**src/rtl/fsm.sv**
```systemverilog
// Moore detector for the serial bit pattern 1101, overlaps included.
// Raises a registered one-cycle flag while the pattern has just completed.
module fsm (
    input  logic clk,
    input  logic rst,
    input  logic inp,
    output logic out
);

    typedef enum logic [2:0] {
        S0    = 3'b000,
        S1    = 3'b001,
        S11   = 3'b010,
        S110  = 3'b011,
        S1101 = 3'b100
    } state_e;

    // Kept as a plain vector so the unused encodings stay representable.
    logic [2:0] state;
    logic [2:0] state_next;

    always_comb begin
        state_next = S0;
        case (state)
            S0:      state_next = inp ? S1    : S0;
            S1:      state_next = inp ? S11   : S0;
            S11:     state_next = inp ? S11   : S110;
            S110:    state_next = inp ? S1101 : S0;
            // The trailing 1 of a match also starts the next "11" prefix.
            S1101:   state_next = inp ? S11   : S0;
            default: state_next = S0;
        endcase
    end

    always_ff @(posedge clk or negedge rst) begin
        if (!rst) begin
            state <= S0;
            out   <= 1'b0;
        end else begin
            state <= state_next;
            out   <= (state_next == S1101);
        end
    end

endmodule

```
**config.mk**
```make
export PLATFORM = sky130hd
export DESIGN_NAME = fsm
export DESIGN_NICKNAME = d
export VERILOG_FILES = /design/src/rtl/fsm.sv
export SDC_FILE = /design/constraint.sdc
export NUM_CORES = 1
export LEC_CHECK = 0
export BUFFER_PORTS_ARGS = -buffer_cell sky130_fd_sc_hd__buf_2
export CORE_AREA = 5 5 42 44
export DETAILED_ROUTE_END_ITERATION = 6
export DIE_AREA = 0 0 47 49
export SYNTH_ARGS = -nofsm -noshare
export SYNTH_HDL_FRONTEND = slang
export SYNTH_SLANG_ARGS = --single-unit
```
**constraint.sdc**
```tcl
create_clock -name clk -period 1.2 [get_ports clk]
set_input_delay 0.06 -clock clk [delete_from_list [all_inputs] [get_ports clk]]
set_output_delay 0.06 -clock clk [all_outputs]
set_load 0.01 [all_outputs]
```
==> reports/metrics.yaml <==
run_status:
  status: "finished, final reports clean"
floorplan:
  io_pins: 4
  fp.dieH_um: 49
  initial_core_util_pct: 11.79
  die_w_um: 47
  std_cell_rows: 14
  core_area_um2: 1401
  fp.dieArea_um2: 2303
clock_network:
  cts_tree: "yes"
  htree_levels: 1
  clock_latency_ns: 0.23
  cts_setup_buffers: 0
  clk_pin_slew_worst_paths_ns: 0.04
  ctsResizeCount: 0
  cts_buffer_depth: 2
  cts_hold_buf: 1
  clock_sinks: 4
  numCtsBuffers: 3
  clock-root-buffer: "clkbuf_4"
sta:
  min_period_over_period_pct: 77.77
  finClkSkew_ns: 0.001277
  slew_headroom_pct: 88.58
  finalCriticalPeriod_ns: 0.9332
  layout_setup_ws_ns: 0.2668
  slew_viol_final: 0
  hold_slack_ns: 0.1286
  fin_setup_tns_ns: 0
  final-hold-violation-count: 0
  setup_viol: 0
  tightestPinTransition_ns: 0.1713
  fmax_ghz: 1.072
  rsz0062_at_grt: "no"
flow_run:
  max-cap-violations: 0
routing:
  firstDrtPassIters: 2
  finalWirelength_um: 292
  drt_iter0_drc: 1
  via_per_inst: 3.086
  drc: 0
  num_vias: 108
  ant_nets: 0
  wl_per_cell_um: 8.343
power:
  power_mw: 0.4852
  max-vdd-ir-drop_v: 0.0005921
  power.density_nw_per_um2: 2085
  p_leak_nw: 0.1132
grt:
  grt_pass1_vias: 128
  grt_pass1_wl_um: 538
  use_met1_pct: 4.444
  use_met2_pct: 2.941
  track_usage_pct: 4.028
  grt_antenna_before_repair: 0
  grt_max_degree: 6
  overflow: 0
  use_met3_pct: 6.642
  grt.busiest_layer: "met3"
setup_path:
  endpoint_kind: "flop"
  path_cells: "xor2_1, a22o_2"
  crit_fanout: 5
  cpPeakStageDelay_ns: 0.41
  worstPathArrival_ns: 1.05
  crit_path_start: "state[0]"
  rr_endpoint: "state[1]"
  r2r-start: "state[0]"
  required_ns: 1.32
  slowest_stage: "dfrtp_1"
  r2r_cells: 2
  crit_end: "state[1]"
  crit_type: "reg -> reg"
  reg2reg_slack_ns: 0.27
  cp-start-kind: "flop"
logic_synthesis:
  syn_area_um2: 165.2
  yosys_warnings: 0
  synth-seq-cells: 4
  syn_inst: 12
  yosysUniqueCellTypes: 8
  avgSynthCellArea_um2: 13.76
  syn_nets: 15
  synth-seq-area-share_pct: 60.61
finish:
  stdcell_area_um2: 232.7
  final_layout_size_suffix_gt1_share_pct: 47.37
  nets: 24
  syn2layout_area_growth_pct: 40.91
  num_antenna_cells: 0
  fill_cells: 164
placement:
  place_ws_ns: 0.2792
  placed_area_um2: 200.2
  gp_congestion: 0.7335
  portBuffers: 3
hold_path:
  hold_path.class: "in -> reg"
[metal layers]
metal  vias up  routed length (µm)  part of all wire (%)
met5         -                   0                     0
met4         0                   0                     0
met3         0                  54                    18
met2         7                  77                    26
met1        43                 160                    55
li1         58                   -                     -
[stage by stage]
| stage | std cells | util [%] |
|---|---|---|
| 6_report | 35 | 16.61 |
| 5_1_grt | 35 | 16.61 |
| 4_1_cts | 35 | 16.61 |
| 3_5_place_dp | 31 | 14.29 |
| 3_3_place_gp | 31 | 14.29 |
| 2_1_floorplan | 12 | - |
[final cells by class]
type	count	area (µm²)	area share, %
timing repair buffer	4	25.02	10.75
multi-input combinational	8	65.06	27.96
tap	16	20.02	8.602
clock buffer	3	22.52	9.677
sequential	4	100.1	43.01
[layout by cell type (no fill, tap or decap)]
cell,n
buf_2,3
dlygate4sd3_1,1
clkbuf_4,3
a22o_2,1
nor3_1,1
dfrtp_1,4
nor2_1,1
nor2b_1,1
xnor2_1,1
and4b_2,2
xor2_1,1
[cell usage after synthesis]
| master | number | area share (%) |
|---|---|---|
| and4b_2 | 2 | 14 |
| nor2_1 | 1 | 2.3 |
| xnor2_1 | 1 | 5.3 |
| dfrtp_1 | 4 | 61 |
| xor2_1 | 1 | 5.3 |
| nor2b_1 | 1 | 3.8 |
| nor3_1 | 1 | 3.0 |
| a22o_2 | 1 | 6.1 |
[cells by family (layout without fill, tap and decap cells)]
group                     after synthesis  in the layout  synth area share [%]
AOI/OAI and AO/OA                       1              1                 6.061
xor gates and xnor gates                2              2                 10.61
buffers and inverters                   0              7                     0
DFF                                     4              4                 60.61
and+or+nand+nor                         5              5                 22.72
[worst max-delay path, delay by kind of cell (launching register included)]
family	cells	cell delay, ns
DFF	1	0.41
AOI/OAI and AO/OA	1	0.23
xor gates and xnor gates	1	0.18
[worst min-delay path by stage]
stage	startpoint	endpoint	slack (ns)	cells after the start
after global placement	rst	state[1]	-0.13	1
after detailed placement	rst	state[1]	-0.13	1
after CTS	inp	state[0]	0.12	3
after floorplan	rst	out	-0.24	0
after global routing	rst	state[2]	0.16	2
final	inp	state[0]	0.13	3
[state kept, by name, indices dropped and copies added, names as in the netlist]
signal	flops
out	1
state	3
[where the power goes]
group / internal [mW] / switching, mW / total [mW]
sequential: 0.175 / 0.0473 / 0.222
combinational: 0.0642 / 0.0326 / 0.0968
clock: 0.112 / 0.0542 / 0.166
total: 0.351 / 0.134 / 0.485
(Power assumes the default switching activity.)
